File: src/rtl/mem_ctrl_if.sv
// rtl/mem_ctrl_if.sv - pipeline and RAM side signal bundle for the memory controller
interface mem_ctrl_if #(
    parameter int ADDR_W = 32
) ();
    logic              if_req;
    logic [ADDR_W-1:0] if_addr;
    logic              if_flush;
    logic              if_done;
    logic [31:0]       if_inst;
    logic              mem_req;
    logic              mem_we;
    logic [ADDR_W-1:0] mem_addr;
    logic [1:0]        mem_size;
    logic [31:0]       mem_wdata;
    logic              mem_done;
    logic [31:0]       mem_rdata;
    logic [ADDR_W-1:0] ram_a;
    logic              ram_wr;
    logic [7:0]        ram_dout;
    logic [7:0]        ram_din;

    // controller side
    modport slave (
        input  if_req, if_addr, if_flush,
        output if_done, if_inst,
        input  mem_req, mem_we, mem_addr, mem_size, mem_wdata,
        output mem_done, mem_rdata,
        output ram_a, ram_wr, ram_dout,
        input  ram_din
    );

    // pipeline stages and RAM side
    modport master (
        output if_req, if_addr, if_flush,
        input  if_done, if_inst,
        output mem_req, mem_we, mem_addr, mem_size, mem_wdata,
        input  mem_done, mem_rdata,
        input  ram_a, ram_wr, ram_dout,
        output ram_din
    );
endinterface

File: src/rtl/mem_ctrl.sv
// rtl/mem_ctrl.sv - byte-wide RAM controller arbitrating instruction fetch and data access
module mem_ctrl #(
    parameter int ADDR_W  = 32,
    parameter int RAM_LAT = 1
) (
    input  logic       clk,
    input  logic       rst_n,
    mem_ctrl_if.slave  bus
);
    typedef enum logic [2:0] {
        IDLE        = 3'd0,
        IF_RD       = 3'd1,
        MEM_RD      = 3'd2,
        MEM_WR      = 3'd3,
        FLUSH_DRAIN = 3'd4
    } state_t;

    // read beats arrive LAT cycles after their address
    localparam logic [2:0] LAT = 3'(RAM_LAT);

    state_t            state, state_nx;
    logic [2:0]        cnt, cnt_nx;
    logic [2:0]        len, len_nx;
    logic [ADDR_W-1:0] addr, addr_nx;
    logic [31:0]       wdata, wdata_nx;
    logic [31:0]       rbuf, rbuf_nx;
    logic              if_done_q, if_done_nx;
    logic              mem_done_q, mem_done_nx;
    logic [31:0]       if_inst_q, if_inst_nx;
    logic [31:0]       mem_rdata_q, mem_rdata_nx;
    logic [ADDR_W-1:0] ram_a_c;
    logic              ram_wr_c;
    logic [7:0]        ram_dout_c;
    logic [1:0]        lane;

    // byte lane receiving the beat returning this cycle
    assign lane = 2'(cnt - LAT);

    function automatic logic [2:0] size_len(input logic [1:0] size);
        case (size)
            2'b00:   return 3'd1;
            2'b01:   return 3'd2;
            default: return 3'd4;
        endcase
    endfunction

    // next-state, datapath updates and RAM port drive
    always_comb begin
        state_nx     = state;
        cnt_nx       = cnt;
        len_nx       = len;
        addr_nx      = addr;
        wdata_nx     = wdata;
        rbuf_nx      = rbuf;
        if_done_nx   = 1'b0;
        mem_done_nx  = 1'b0;
        if_inst_nx   = if_inst_q;
        mem_rdata_nx = mem_rdata_q;
        ram_a_c      = '0;
        ram_wr_c     = 1'b0;
        ram_dout_c   = 8'h00;
        case (state)
            IDLE: begin
                // the done cycle is a bubble so requesters can move address/pc
                if (!if_done_q && !mem_done_q) begin
                    if (bus.mem_req) begin
                        state_nx = bus.mem_we ? MEM_WR : MEM_RD;
                        addr_nx  = bus.mem_addr;
                        len_nx   = size_len(bus.mem_size);
                        wdata_nx = bus.mem_wdata;
                        cnt_nx   = 3'd0;
                        rbuf_nx  = 32'h0;
                    end else if (bus.if_req && !bus.if_flush) begin
                        state_nx = IF_RD;
                        addr_nx  = bus.if_addr;
                        len_nx   = 3'd4;
                        cnt_nx   = 3'd0;
                        rbuf_nx  = 32'h0;
                    end
                end
            end
            IF_RD, MEM_RD: begin
                if (cnt >= LAT) begin
                    rbuf_nx[{lane, 3'b000} +: 8] = bus.ram_din;
                end
                if (state == IF_RD && bus.if_flush) begin
                    state_nx = FLUSH_DRAIN;
                    cnt_nx   = 3'd0;
                end else begin
                    if (cnt < len) begin
                        ram_a_c = addr + ADDR_W'(cnt);
                    end
                    if (cnt == len + LAT - 3'd1) begin
                        state_nx = IDLE;
                        if (state == IF_RD) begin
                            if_done_nx = 1'b1;
                            if_inst_nx = rbuf_nx;
                        end else begin
                            mem_done_nx  = 1'b1;
                            mem_rdata_nx = rbuf_nx;
                        end
                    end else begin
                        cnt_nx = cnt + 3'd1;
                    end
                end
            end
            MEM_WR: begin
                ram_a_c    = addr + ADDR_W'(cnt);
                ram_wr_c   = 1'b1;
                ram_dout_c = wdata[{cnt[1:0], 3'b000} +: 8];
                if (cnt == len - 3'd1) begin
                    state_nx    = IDLE;
                    mem_done_nx = 1'b1;
                end else begin
                    cnt_nx = cnt + 3'd1;
                end
            end
            FLUSH_DRAIN: begin
                // the beat for the last issued address lands here and is dropped
                state_nx = IDLE;
                cnt_nx   = 3'd0;
            end
            default: begin
                state_nx = IDLE;
                cnt_nx   = 3'd0;
            end
        endcase
    end

    // state and registered outputs
    always_ff @(posedge clk or negedge rst_n) begin
        if (!rst_n) begin
            state       <= IDLE;
            cnt         <= 3'd0;
            len         <= 3'd0;
            addr        <= '0;
            wdata       <= 32'h0;
            rbuf        <= 32'h0;
            if_done_q   <= 1'b0;
            mem_done_q  <= 1'b0;
            if_inst_q   <= 32'h0;
            mem_rdata_q <= 32'h0;
        end else begin
            state       <= state_nx;
            cnt         <= cnt_nx;
            len         <= len_nx;
            addr        <= addr_nx;
            wdata       <= wdata_nx;
            rbuf        <= rbuf_nx;
            if_done_q   <= if_done_nx;
            mem_done_q  <= mem_done_nx;
            if_inst_q   <= if_inst_nx;
            mem_rdata_q <= mem_rdata_nx;
        end
    end

    assign bus.if_done   = if_done_q;
    assign bus.mem_done  = mem_done_q;
    assign bus.if_inst   = if_inst_q;
    assign bus.mem_rdata = mem_rdata_q;
    assign bus.ram_a     = ram_a_c;
    assign bus.ram_wr    = ram_wr_c;
    assign bus.ram_dout  = ram_dout_c;
endmodule
File: src/flat_wrapper.sv
// flat-port wrapper written by rule: the top's interface ports become plain ports
module mem_ctrl_flat 
#(
    parameter int ADDR_W  = 32,
    parameter int RAM_LAT = 1
)
  (clk, rst_n, bus_if_req, bus_if_addr, bus_if_flush, bus_if_done, bus_if_inst, bus_mem_req, bus_mem_we, bus_mem_addr, bus_mem_size, bus_mem_wdata, bus_mem_done, bus_mem_rdata, bus_ram_a, bus_ram_wr, bus_ram_dout, bus_ram_din);
  mem_ctrl_if #(.ADDR_W(ADDR_W)) bus_i ();
  input  logic clk;
  input  logic rst_n;
  input wire logic [$bits(bus_i.if_req)-1:0] bus_if_req;
  input wire logic [$bits(bus_i.if_addr)-1:0] bus_if_addr;
  input wire logic [$bits(bus_i.if_flush)-1:0] bus_if_flush;
  output wire logic [$bits(bus_i.if_done)-1:0] bus_if_done;
  output wire logic [$bits(bus_i.if_inst)-1:0] bus_if_inst;
  input wire logic [$bits(bus_i.mem_req)-1:0] bus_mem_req;
  input wire logic [$bits(bus_i.mem_we)-1:0] bus_mem_we;
  input wire logic [$bits(bus_i.mem_addr)-1:0] bus_mem_addr;
  input wire logic [$bits(bus_i.mem_size)-1:0] bus_mem_size;
  input wire logic [$bits(bus_i.mem_wdata)-1:0] bus_mem_wdata;
  output wire logic [$bits(bus_i.mem_done)-1:0] bus_mem_done;
  output wire logic [$bits(bus_i.mem_rdata)-1:0] bus_mem_rdata;
  output wire logic [$bits(bus_i.ram_a)-1:0] bus_ram_a;
  output wire logic [$bits(bus_i.ram_wr)-1:0] bus_ram_wr;
  output wire logic [$bits(bus_i.ram_dout)-1:0] bus_ram_dout;
  input wire logic [$bits(bus_i.ram_din)-1:0] bus_ram_din;
  assign bus_i.if_req = bus_if_req;
  assign bus_i.if_addr = bus_if_addr;
  assign bus_i.if_flush = bus_if_flush;
  assign bus_if_done = bus_i.if_done;
  assign bus_if_inst = bus_i.if_inst;
  assign bus_i.mem_req = bus_mem_req;
  assign bus_i.mem_we = bus_mem_we;
  assign bus_i.mem_addr = bus_mem_addr;
  assign bus_i.mem_size = bus_mem_size;
  assign bus_i.mem_wdata = bus_mem_wdata;
  assign bus_mem_done = bus_i.mem_done;
  assign bus_mem_rdata = bus_i.mem_rdata;
  assign bus_ram_a = bus_i.ram_a;
  assign bus_ram_wr = bus_i.ram_wr;
  assign bus_ram_dout = bus_i.ram_dout;
  assign bus_i.ram_din = bus_ram_din;
  mem_ctrl #(.ADDR_W(ADDR_W), .RAM_LAT(RAM_LAT)) u_core (.clk(clk), .rst_n(rst_n), .bus(bus_i));
endmodule
File: config.mk
export PLATFORM = sky130hd
export DESIGN_NAME = mem_ctrl_flat
export DESIGN_NICKNAME = d
export VERILOG_FILES = /design/src/rtl/mem_ctrl_if.sv /design/src/rtl/mem_ctrl.sv /design/src/flat_wrapper.sv
export SDC_FILE = /design/constraint.sdc
export NUM_CORES = 1
export LEC_CHECK = 0
export CORE_ASPECT_RATIO = 0.5
export CORE_MARGIN = 1.5
export CORE_UTILIZATION = 49
export CTS_BUF_LIST = sky130_fd_sc_hd__clkbuf_8 sky130_fd_sc_hd__clkbuf_16
export DETAILED_ROUTE_END_ITERATION = 6
export GPL_ROUTABILITY_DRIVEN = 0
export PLACE_DENSITY_LB_ADDON = 0.2
export SLEW_MARGIN = 20
export SYNTH_ARGS = -nofsm -noshare
export SYNTH_HDL_FRONTEND = slang
export SYNTH_SLANG_ARGS = --single-unit
export TNS_END_PERCENT = 10
File: constraint.sdc
create_clock -name clk -period 2.95 [get_ports clk]
set_input_delay 0.4425 -clock clk [delete_from_list [all_inputs] [get_ports clk]]
set_output_delay 0.4425 -clock clk [all_outputs]
set_load 0.05 [all_outputs]
==> results of run 1 <==
-- logic make-up (layout without fill, tap and decap cells) --
family | after synthesis | after routing | share of synthesized area, %
buffers and inverters | 68 | 299 | 3.52
multiplexers | 74 | 74 | 10.5
adder cells (fa/ha/maj) | 14 | 14 | 2.18
XOR/XNOR | 27 | 27 | 3.00
AND/OR/NAND/NOR | 260 | 260 | 15.9
flip-flops | 171 | 171 | 51.0
AO/OA/AOI/OAI | 195 | 195 | 13.9
-- routing by layer --
layer	up-vias	routed length, um	track usage [%]
met5	-	0	0
met4	0	282	5.87
met3	32	1100	5.63
met2	201	10700	42.5
met1	3381	9750	32.5
li1	3276	-	-
-- layout by cell type, fill, tap and decap left out, types with 4 or more instances in the layout --
| cell | count |
|---|---|
| a21oi_1 | 38 |
| a22o_1 | 32 |
| nand2_1 | 109 |
| buf_4 | 30 |
| buf_6 | 4 |
| nor2_2 | 11 |
| clkbuf_16 | 19 |
| nor2_4 | 13 |
| inv_8 | 5 |
| ha_1 | 12 |
| o21ai_0 | 106 |
| buf_12 | 34 |
| xor2_1 | 8 |
| clkinv_8 | 4 |
| clkdlybuf4s50_1 | 176 |
| mux4_2 | 8 |
| nor2b_1 | 19 |
| and3_1 | 31 |
| xnor2_1 | 12 |
| nand4_1 | 5 |
| nor2_1 | 9 |
| mux2i_1 | 33 |
| nand3_1 | 13 |
| dfrtp_1 | 170 |
| nor4_4 | 5 |
| a21oi_2 | 5 |
| mux2_2 | 32 |
| inv_1 | 16 |
-- worst max-delay path, stage by stage, from the launching register on --
cell and delay (ns):
dfrtp_1 0.37, ha_2 0.21, inv_2 0.04, fa_2 0.41, nor2b_4 0.17, o2111ai_4 0.15
buf_12 0.18, nor4_4 0.27, xnor2_1 0.13, nor2_2 0.14, buf_12 0.15
-- synthesized netlist by cell type, drive strengths merged (2+ instances only) --
cell	number
a22o	32
dfrtp	171
nand3b	2
a21o	2
xnor2	15
nor4	9
or4	3
mux4	8
xor2	11
nor2b	20
buf	29
inv	18
mux2	32
or3	3
and4	3
nor2	33
nand4	6
nand3	16
o31ai	2
a21oi	45
ha	13
o32ai	2
nand2	110
or3b	2
mux2i	34
and3	32
clkbuf	21
nor3	7
nor3b	3
and2	5
o21ai	106
or2	4
-- per-stage QoR --
stage,hold WS [ns],instances,setup slack (ns),setup TNS [ns]
after floorplan,0.147,809,-0.112,-0.585
after global placement,0.416,1223,0.195,0
after detailed placement,0.426,1223,0.154,0
after CTS,0.485,1265,-0.0778,-0.276
after global routing,0.514,1267,-0.229,-2.46
final,0.478,1267,-0.133,-0.373
-- what timing repair did --
action,in CTS,in global routing
gates resized for setup,55,38
hold buffers,1,0
cloned,0,0
setup endpoints to repair,32,30
buffers inserted,9,4
pin swaps,15,22
endpoints found under the hold margin,48,0
-- registers in the layout, indices dropped and copies added, names as in the netlist --
name	cells
u_core.state	3
u_core.cnt	3
u_core.bus.if_inst	32
u_core.bus.mem_rdata	32
u_core.bus.if_done	1
u_core.wdata	32
u_core.rbuf	32
u_core.bus.mem_done	1
u_core.len	3
u_core.addr	32
-- report_power, final --
part	total [mW]	internal, mW	switching, mW	leakage, nW
clock network	2.34	1.26	1.08	0.309
logic	7.24	3.03	4.22	2.88
registers	3.78	3.13	0.646	2.21
total	13.4	7.42	5.95	5.40
-- worst paths after layout --
path / startpoint / to / slack (ns) / depth (start not counted)
max: u_core.cnt[0] / bus_ram_a[26] / -0.13 / 10
min: u_core.bus.mem_rdata[17] / u_core.bus.mem_rdata[17] / 0.48 / 2
max reg2reg: u_core.cnt[0] / u_core.rbuf[10] / 0.44 / 7
min reg2reg: u_core.bus.mem_rdata[17] / u_core.bus.mem_rdata[17] / 0.48 / 2
max in group asynchronous: rst_n / u_core.rbuf[18] / 1.37 / 3
min in group asynchronous: rst_n / u_core.addr[5] / 0.54 / 2
-- cell type report --
class / count / area [um^2]
Tap cell: 227 / 284
Timing Repair Buffer: 249 / 2790
Sequential cell: 171 / 4280
Inverter: 18 / 67.6
Multi-Input combinational cell: 570 / 4200
Clock buffer: 18 / 439
Fill cell: 1153 / 4300
Clock inverter: 14 / 194
==> flow_summary.json, run 1 <==
{
  "status": "finished, violations left",
  "violations": "setup timing",
  "end_kind": "output port",
  "dieArea_um2": 18000,
  "worstPathArrival_ns": 2.64,
  "synth.yosys.warnings": 0,
  "start_util_pct": 50.7,
  "wl_per_cell_um": 17.2,
  "worstHoldPathType": "flop to flop",
  "cp.required_ns": 2.51,
  "powerDensity_nw_per_um2": 1090,
  "htree_num_levels": 4,
  "grt_max_degree": 73,
  "async_flop_share_pct": 100,
  "synth_area_leaders": "dfrtp_1, o21ai_0, nand2_1, mux2_2, mux2i_1",
  "floorplan.rows": 33,
  "clk_path_buf_depth": 2,
  "final.setup.worst_slack_ns": -0.133,
  "grt_remaining_overflow": 0,
  "synth.cell_area_um2": 8390,
  "hold_violations": 0,
  "dp_hpwl_mm": 15.2,
  "vias_per_cell": 5.44,
  "port_buffers": 218,
  "clk_pin_slew_ns": 0.08,
  "io_pins": 219,
  "drtPass1Iterations": 5,
  "criticalPathCategory": "flop to output port",
  "grt_pass1_vias": 6909,
  "grt_pass1_wl_mm": 35.0,
  "die_y_um": 95.5,
  "critPathLaunchType": "flop",
  "synth_edf_count": 0,
  "antenna_found_initial": 0,
  "diodes": 0,
  "area_growth_pct": 46.1,
  "power_mw": 13.4,
  "synthDominantCellAreaShare_pct": 51.0,
  "drcViolationCount": 0,
  "layout_min_cycle_time_ns": 3.08,
  "ir_worst_vdd_mv": 0.751,
  "timing.fmax_ghz": 0.324,
  "yosysUniqueCellTypes": 58,
  "crit_fanout": 5,
  "cts_made_buffers": 17,
  "power_leakage_nw": 5.40,
  "syn_avg_cell_area_um2": 10.4,
  "tightest_slew_ns": 0.790,
  "max-cap-violations": 0,
  "grt_usage_pct": 24.8,
  "drv_slew": 0,
  "ys_ff_latch": 171,
  "clockRootBuffer": "clkbuf_16",
  "ys_seq_area_share_pct": 51.0,
  "wl_mm": 21.8,
  "worstSkewPairLatency_ns": 0.42,
  "placed_area_um2": 11100,
  "nNetsFinal": 1153,
  "setup_viol": 8,
  "synth_fp_nets": 935,
  "syn_inst": 809,
  "core_area_um2": 16600,
  "dr_total_vias": 6890,
  "relSlewSlack_pct": 47.2,
  "cts_tree": "built",
  "die_w_um": 188,
  "fin_crit_sh_pct": 105,
  "drive_gt1_share_pct": 21.3,
  "fin_skew_ns": 0.0159,
  "yosys.area.top_type": "dfrtp_1",
  "rsz0062_at_grt": "true",
  "synthFlopType": "dfrtp_1",
  "ant_nets": 0,
  "fin_area_um2": 12300,
  "cts_sinks": 171,
  "drtIter0Drc": 424,
  "final_util_pct": 74.0
}
Power figures use the tool's default switching activity.
==> inputs of run 2 (changes only) <==
CORE_MARGIN = default   (was 1.5)
==> run 2 against run 1 <==
The run still ends with setup timing left; worst hold slack lost 0.48 ns; clock-buffer cell count shrank 1; routed wire length grew 3.0%; first-iteration DRC count grew 22%; utilization shrank 1.1 points; power shrank 1.7%; combinational power shrank 1%; final cell count is essentially flat; sequential share of layout area grew 0.52 points.
==> flow_summary.json, run 2 (synthesized netlist as in run 1, its figures left out) <==
{
  "diodes": 0,
  "drive_gt1_share_pct": 21.4,
  "ant_nets": 0,
  "die_w_um": 187,
  "grt_use_met3_pct": 5.13,
  "max-cap-violations": 0,
  "multi_input_area_um2": 4120,
  "cts_made_buffers": 17,
  "grt_remaining_overflow": 0,
  "grt_pass1_vias": 6836,
  "drcViolationCount": 0,
  "cts_sinks": 171,
  "rsz0062_at_grt": "true",
  "hold_violations": 0,
  "die_y_um": 94.5,
  "violations": "setup timing",
  "final.setup.worst_slack_ns": -0.0916,
  "dp_hpwl_mm": 15.4,
  "setup_viol": 9,
  "worstSkewPairLatency_ns": 0.42,
  "dp.cells": 1223,
  "status": "finished, violations left",
  "worstPathArrival_ns": 2.60,
  "io_pins": 219,
  "nNetsFinal": 1154,
  "area_growth_pct": 44.0,
  "floorplan.rows": 33,
  "worstHoldPathType": "input pin to async pin",
  "dr_total_vias": 6995,
  "grt_usage_pct": 25.6,
  "rr_startpoint": "u_core.cnt[0]",
  "relSlewSlack_pct": 43.8,
  "crit_fanout": 9,
  "fin_crit_sh_pct": 103,
  "whs_ns": 0.00193,
  "grt_busiest_layer": "met2",
  "drtIter0Drc": 518,
  "clockRootBuffer": "clkbuf_16",
  "final_common_cell": "clkdlybuf4s50_1",
  "seq_area_um2": 4280,
  "criticalPathCategory": "flop to output port",
  "wl_mm": 22.4,
  "hold_buffers": 0,
  "cts_tree": "built",
  "antenna_found_initial": 1,
  "port_buffers": 218,
  "final_cells": 1268,
  "dp_slack_ns": 0.141,
  "start_util_pct": 50.7,
  "final_cell_mix": "clkdlybuf4s50_1, dfrtp_1, nand2_1",
  "power_leakage_nw": 5.25,
  "ir_worst_vdd_mv": 0.685,
  "dieArea_um2": 17700,
  "timing.fmax_ghz": 0.329,
  "drv_slew": 0,
  "tightest_slew_ns": 0.841,
  "use_met1_pct": 33.9,
  "clk_path_buf_depth": 2,
  "clk_pin_slew_ns": 0.08,
  "core_area_um2": 16600,
  "end_kind": "output port",
  "vias_per_cell": 5.52,
  "grt_max_degree": 66,
  "drtPass1Iterations": 5,
  "cp.required_ns": 2.51,
  "wl_per_cell_um": 17.7,
  "startpoint": "u_core.cnt[1]",
  "grt_pass1_wl_mm": 35.3,
  "critPathLaunchType": "flop",
  "powerDensity_nw_per_um2": 1090,
  "fin_skew_ns": 0.0133,
  "htree_num_levels": 4,
  "fillers": 1172,
  "use_met2_pct": 43.8,
  "layout_min_cycle_time_ns": 3.04
}
==> run 2: changes by cell type in the layout (fill, tap and decap cells not counted), moves of 3 or more <==
cell     before  now
nor3_4        3    0
nor2_4       13    0
buf_4        30   34
xnor2_2       3    0
nor2_2       11   24
nor3_2        2    5
xnor2_1      12   15
==> run 2: worst max-delay path, cell delays in order (launching register included) <==
cell and delay [ns]:
dfrtp_2 0.44, buf_6 0.13, ha_1 0.26, a21o_1 0.16, a21o_2 0.20, nand2_4 0.11
or4_4 0.54, a21oi_2 0.18, buf_12 0.15
==> run 2: timing repair <==
item                       in CTS  in global routing
pin swaps                      10                 10
setup endpoints to repair      32                 31
buffers inserted                6                  6
cloned                          1                  0
resized for setup              59                 10
==> run 2: path summary, 6_finish.rpt <==
kind,to,slack [ns],cells past startpoint
worst max-delay path,bus_ram_a[27],-0.09,8
worst min-delay path,u_core.wdata[22],0.002,1
min in group clk,u_core.bus.if_inst[13],0.48,2
worst max register to register,u_core.rbuf[16],0.41,6
max in group asynchronous,u_core.bus.if_inst[22],2.21,2
worst min register to register,u_core.bus.if_inst[13],0.48,2
==> run 2: metrics by stage <==
stage          utilization, %  power (mW)  instance area (um^2)  setup TNS, ns
6_report                 72.9        13.1                 12100         -0.426
5_1_grt                  72.9        13.8                 12100          -1.92
4_1_cts                  72.2        13.1                 12000         -0.219
3_5_place_dp             67.0        10.5                 11100              0
3_3_place_gp             67.0        10.3                 11100              0
2_1_floorplan               -        7.89                  8400         -0.585
==> run 2: area by class of cell <==
type | instances | share of cell area, %
sequential | 171 | 35.5
multi-input combinational | 571 | 34.1
timing repair buffer | 249 | 22.8
clock buffer | 17 | 3.52
tap | 227 | 2.35
clock inverter | 15 | 1.24
inverter | 18 | 0.559
==> run 2: metal layers <==
| metal | wire length (um) | vias up |
|---|---|---|
| li1 | - | 3298 |
| met5 | 8 | - |
| met4 | 270 | 2 |
| met2 | 11000 | 245 |
| met3 | 1280 | 29 |
| met1 | 9880 | 3421 |
==> run 2: report_power, final <==
group | internal (mW) | switching [mW] | total [mW]
logic | 2.98 | 4.19 | 7.17
registers | 3.14 | 0.665 | 3.80
clock network | 1.13 | 1.04 | 2.17
total | 7.24 | 5.90 | 13.1
==> variant 1: new RTL, flow settings as in run 1 <==
The 5 states of `state_t` get a Gray code encoding in 3 bits.
--- a/src/rtl/mem_ctrl.sv
+++ b/src/rtl/mem_ctrl.sv
@@ -8,11 +8,11 @@
     mem_ctrl_if.slave  bus
 );
     typedef enum logic [2:0] {
-        IDLE        = 3'd0,
-        IF_RD       = 3'd1,
-        MEM_RD      = 3'd2,
-        MEM_WR      = 3'd3,
-        FLUSH_DRAIN = 3'd4
+        IDLE        = 3'b000,
+        IF_RD       = 3'b001,
+        MEM_RD      = 3'b011,
+        MEM_WR      = 3'b010,
+        FLUSH_DRAIN = 3'b110
     } state_t;
 
     // read beats arrive LAT cycles after their address
Behaviour: same outputs for any inputs over 4 cycles, from zero or initial values and one cycle with rst_n low; so few cycles prove little.
==> variant 1 against run 1 <==
- the run still ends with negative setup slack left
- total power rose by 11%
- first-iteration DRC count fell by 16%
- wire length fell by 1.2%
- count of clock-buffer cells in the layout fell by 1
- area after synthesis fell by 0.13%
- cell area fell by 4.7%
- via count fell by 2.2%
- sequential cell count did not move
- maximum frequency rose by 3.3%
- synthesized cell count fell by 0.87%
- worst setup slack improved by 0.097 ns
- sequential power rose by 9.5%
- highest routed layer unchanged
==> variant 1: results (changes against run 1) <==
failing checks: negative setup slack (unchanged)
Post-Syn Nets: 928 (was 935)
setup bufs post-CTS: 2 (was 9)
first-pass GRT wire length: 34690 um (was 34990 um)
post-synthesis sequential area ratio: 0.5108 (was 0.5101)
Filler cells: 1243 (was 1153)
Worst-Margin Slew: 0.6431 ns (was 0.7901 ns)
layout cell share with drive strength beyond 1: 0.1655 (was 0.2135)
Yosys cell types: 52 (was 58)
worst setup margin: -0.03567 ns (was -0.1328 ns)
status: finished with violations (unchanged)
mux contribution to synthesized area: 0.1058 (was 0.1050)
Wirelength per Cell: 17.17 um (was 17.20 um)
logic gate share of total power: 0.576 (was 0.542)
leakage: 5.178 nW (was 5.399 nW)
Clock Power: 2.18 mW (was 2.34 mW)
dpl cells: 1219 (was 1223)
number of setup violations in the final report: 2 (was 8)
Worst Path Max Fanout: 7 (was 5)
Crit-path slowest cell: dfrtp_1 (was fa_2)
dpl hpwl: 15300 um (was 15210 um)
Pwr Density: 1275 nW/um^2 (was 1091 nW/um^2)
final cell count without fillers: 1254 (was 1267)
Synth Area in Adders: 0.02181 (was 0.02178)
synth top area cells: dfrtp_1, mux2_2, a21oi_1 (was dfrtp_1, o21ai_0, nand2_1)
PostCTS Resize Cnt: 11 (was 55)
Via Count: 6738 (was 6890)
Compound-Gate Fraction of Synth Area: 0.1308 (was 0.1386)
vias in the first global route: 6832 (was 6909)
DRT iter0 DRCs: 358 (was 424)
switch share: 0.4766 (was 0.4448)
DP Worst Slack: 0.1995 ns (was 0.1537 ns)
global-route usage over all layers: 0.2476 (was 0.2484)
clk_skew: 0.01382 ns (was 0.01589 ns)
xor and xnor area share after synthesis: 0.03525 (was 0.02998)
DR pass1 iterations: 4 (was 5)
==> variant 1: cell count changes in the layout (fill, tap and decap cells not counted), sizes merged, moves of 5 or more <==
cell and change:
a21oi +29, buf -5, inv -8, nand2 -28
nor2 +42, nor4 -7, o21ai -39, xor2 +8
==> variant 1: routing by layer <==
layer | share of wire | global-route usage | up-vias
li1 | - | - | 3239
met1 | 0.43 | 0.3179 | 3299
met2 | 0.49 | 0.4114 | 187
met3 | 0.075 | 0.06662 | 13
met4 | 0.0075 | 0.08467 | 0
met5 | 0 | 0 | -
==> variant 1: final cells by class <==
| class | instances | area (um^2) | share of cell area |
|---|---|---|---|
| timing repair buffer | 241 | 2596 | 0.2224 |
| sequential | 171 | 4280 | 0.3666 |
| clock buffer | 17 | 425.4 | 0.03644 |
| clock inverter | 14 | 148.9 | 0.01275 |
| multi-input combinational | 573 | 3899 | 0.3339 |
| tap | 227 | 284.0 | 0.02433 |
| inverter | 11 | 41.29 | 0.003537 |
==> variant 1: through the flow <==
step	hold slack (ns)	setup TNS [ns]	instance area, um^2
after floorplan	0.1469	-0.5897	8379
after global placement	0.4113	0	10980
after detailed placement	0.4129	0	10980
after CTS	0.4880	-0.1317	11640
after global routing	0.5087	-1.050	11670
final	0.4817	-0.06070	11670
==> variant 1: path summary, 6_finish.rpt <==
path                       slack, ns                      from                  endpoint  depth (start not counted)
max in group asynchronous       1.44                     rst_n          u_core.wdata[28]                          3
min                             0.48  u_core.bus.mem_rdata[16]  u_core.bus.mem_rdata[16]                          2
min reg2reg                     0.48  u_core.bus.mem_rdata[16]  u_core.bus.mem_rdata[16]                          2
min in group asynchronous       0.52                     rst_n           u_core.addr[15]                          2
max                            -0.04             u_core.cnt[0]             bus_ram_a[30]                          9
max reg2reg                     0.57             u_core.cnt[0]             u_core.cnt[0]                          7
==> variant 2: new RTL, settings of run 1 <==
Made on the original files. `ADDR_W` is set to 32 in 3 places; all go to 48.
--- a/src/rtl/mem_ctrl_if.sv
+++ b/src/rtl/mem_ctrl_if.sv
@@ -1,6 +1,6 @@
 // rtl/mem_ctrl_if.sv - pipeline and RAM side signal bundle for the memory controller
 interface mem_ctrl_if #(
-    parameter int ADDR_W = 32
+    parameter int ADDR_W = 48
 ) ();
     logic              if_req;
     logic [ADDR_W-1:0] if_addr;
--- a/src/rtl/mem_ctrl.sv
+++ b/src/rtl/mem_ctrl.sv
@@ -1,6 +1,6 @@
 // rtl/mem_ctrl.sv - byte-wide RAM controller arbitrating instruction fetch and data access
 module mem_ctrl #(
-    parameter int ADDR_W  = 32,
+    parameter int ADDR_W  = 48,
     parameter int RAM_LAT = 1
 ) (
     input  logic       clk,
--- a/src/flat_wrapper.sv
+++ b/src/flat_wrapper.sv
@@ -1,7 +1,7 @@
 // flat-port wrapper written by rule: the top's interface ports become plain ports
 module mem_ctrl_flat 
 #(
-    parameter int ADDR_W  = 32,
+    parameter int ADDR_W  = 48,
     parameter int RAM_LAT = 1
 )
   (clk, rst_n, bus_if_req, bus_if_addr, bus_if_flush, bus_if_done, bus_if_inst, bus_mem_req, bus_mem_we, bus_mem_addr, bus_mem_size, bus_mem_wdata, bus_mem_done, bus_mem_rdata, bus_ram_a, bus_ram_wr, bus_ram_dout, bus_ram_din);
Ports: changed (resized bus_if_addr, bus_mem_addr and bus_ram_a); port bits go from 219 to 267. The function was not compared with the original's and may differ.
==> variant 2 against run 1 <==
- the flow still finishes with violations (negative setup slack)
- utilization increased by 1.6 points
- non-clock buffer count increased by 59
- area after synthesis increased by 13%
- worst setup slack got worse by 0.14 ns
- total power increased by 13%
- wire length increased by 31%
- highest routed layer unchanged
- global-route usage increased by 3.8 points
- sequential cell count increased by 16
- cell area increased by 15%
==> variant 2: results (changes against run 1) <==
Wirelength per Cell: 18.95 um (was 17.20 um)
Non-CTS inverters: 17 (was 18)
clk tree area frac: 0.04480 (was 0.05166)
largest net degree at the start of global routing: 98 (was 73)
Yosys cell types: 48 (was 58)
Crit-path slowest cell: or3_4 (was fa_2)
multi-input logic area: 4886 um^2 (was 4198 um^2)
number of setup violations in the final report: 29 (was 8)
leakage: 5.987 nW (was 5.399 nW)
clk_skew: 0.01543 ns (was 0.01589 ns)
Port-buffer cells: 266 (was 218)
total negative slack: -4.705 ns (was -0.3729 ns)
PostCTS Resize Cnt: 59 (was 55)
setup bufs post-CTS: 5 (was 9)
failing checks: negative setup slack (unchanged)
first-pass GRT wire length: 44660 um (was 34990 um)
Critical Path Max Stage Delay: 0.39 ns (was 0.41 ns)
DP Area: 13130 um^2 (was 11100 um^2)
hold_ws: 0.02150 ns (was 0.4779 ns)
dpl hpwl: 19820 um (was 15210 um)
vias in the first global route: 8612 (was 6909)
CTS Sinks: 187 (was 171)
dpl cells: 1471 (was 1223)
comb_multi_in: 707 (was 570)
NumNets Final: 1396 (was 1153)
Synth Area per Inst: 9.837 um^2 (was 10.37 um^2)
layout cell share with drive strength beyond 1: 0.2054 (was 0.2135)
synth top area cells: dfrtp_1, o21ai_0, nand2_1 (unchanged)
Max transition margin: 0.5116 (was 0.4722)
post-synthesis sequential area ratio: 0.4935 (was 0.5101)
area grow syn2layout: 48.74% (was 46.11%)
status: finished with violations (unchanged)
Top delay family on crit path: simple AND/OR/NAND/NOR gates (was adder cells)
worst setup margin: -0.2742 ns (was -0.1328 ns)
Max IR drop VDD: 0.6505 mV (was 0.7506 mV)
Hold Path Class: primary input to asynchronous set/reset pin (was register to register)
worst r2r dst: u_core.rbuf[28] (was u_core.rbuf[10])
Filler cells: 1261 (was 1153)
DRT iter0 DRCs: 637 (was 424)
synth cell count leaders: dfrtp_1, nand2_1, o21ai_0, a21oi_1, mux2i_1 (unchanged)
Critical Path AT: 2.78 ns (was 2.64 ns)
Non-CTS buffers: 308 (was 249)
-- variant 2: cell types whose count changed after synthesis, sizes merged, moves of 16 or more --
| cell | change |
|---|---|
| buf | -23 |
| clkbuf | +26 |
| dfrtp | +16 |
| nand2 | +32 |
| nand4 | +16 |
| o21ai | +22 |
-- variant 2: how the worst max path moves through the flow --
stage	slack (ns)	end	startpoint	depth (start not counted)
global route	-0.41	bus_ram_a[40]	u_core.addr[0]	9
finish	-0.27	bus_ram_a[40]	u_core.addr[0]	9
detailed placement	0.04	bus_ram_a[28]	u_core.addr[0]	10
global placement	0.07	bus_ram_a[28]	u_core.addr[0]	10
floorplan	-0.28	bus_ram_a[2]	u_core.cnt[1]	6
CTS	-0.24	bus_ram_a[40]	u_core.addr[0]	9
-- variant 2: kinds of logic (layout without fill, tap and decap cells) --
family / Yosys count / after routing / synth area share
AOI/OAI and AO/OA: 231 / 231 / 0.1399
xor gates and xnor gates: 32 / 32 / 0.03114
adders and majority gates: 14 / 14 / 0.01926
buffers and inverters: 70 / 357 / 0.02810
DFF: 187 / 187 / 0.4935
muxes: 91 / 91 / 0.1111
and+or+nand+nor: 339 / 339 / 0.1771
-- variant 2: power by group through the flow --
stage	clock, mW	combinational, mW	sequential, mW
CTS	2.49	8.20	4.27
global placement	0	7.78	4.20
global route	2.61	8.80	4.42
detailed placement	0	7.93	4.27
floorplan	0	3.92	4.95
finish	2.47	8.30	4.31
-- variant 2: per-layer routing --
layer / track usage / up-vias / share of wire
met1: 0.3660 / 4167 / 0.41
met3: 0.05261 / 44 / 0.070
met4: 0.09023 / 0 / 0.019
met5: 0 / - / 0
met2: 0.4997 / 331 / 0.50
li1: - / 3972 / -
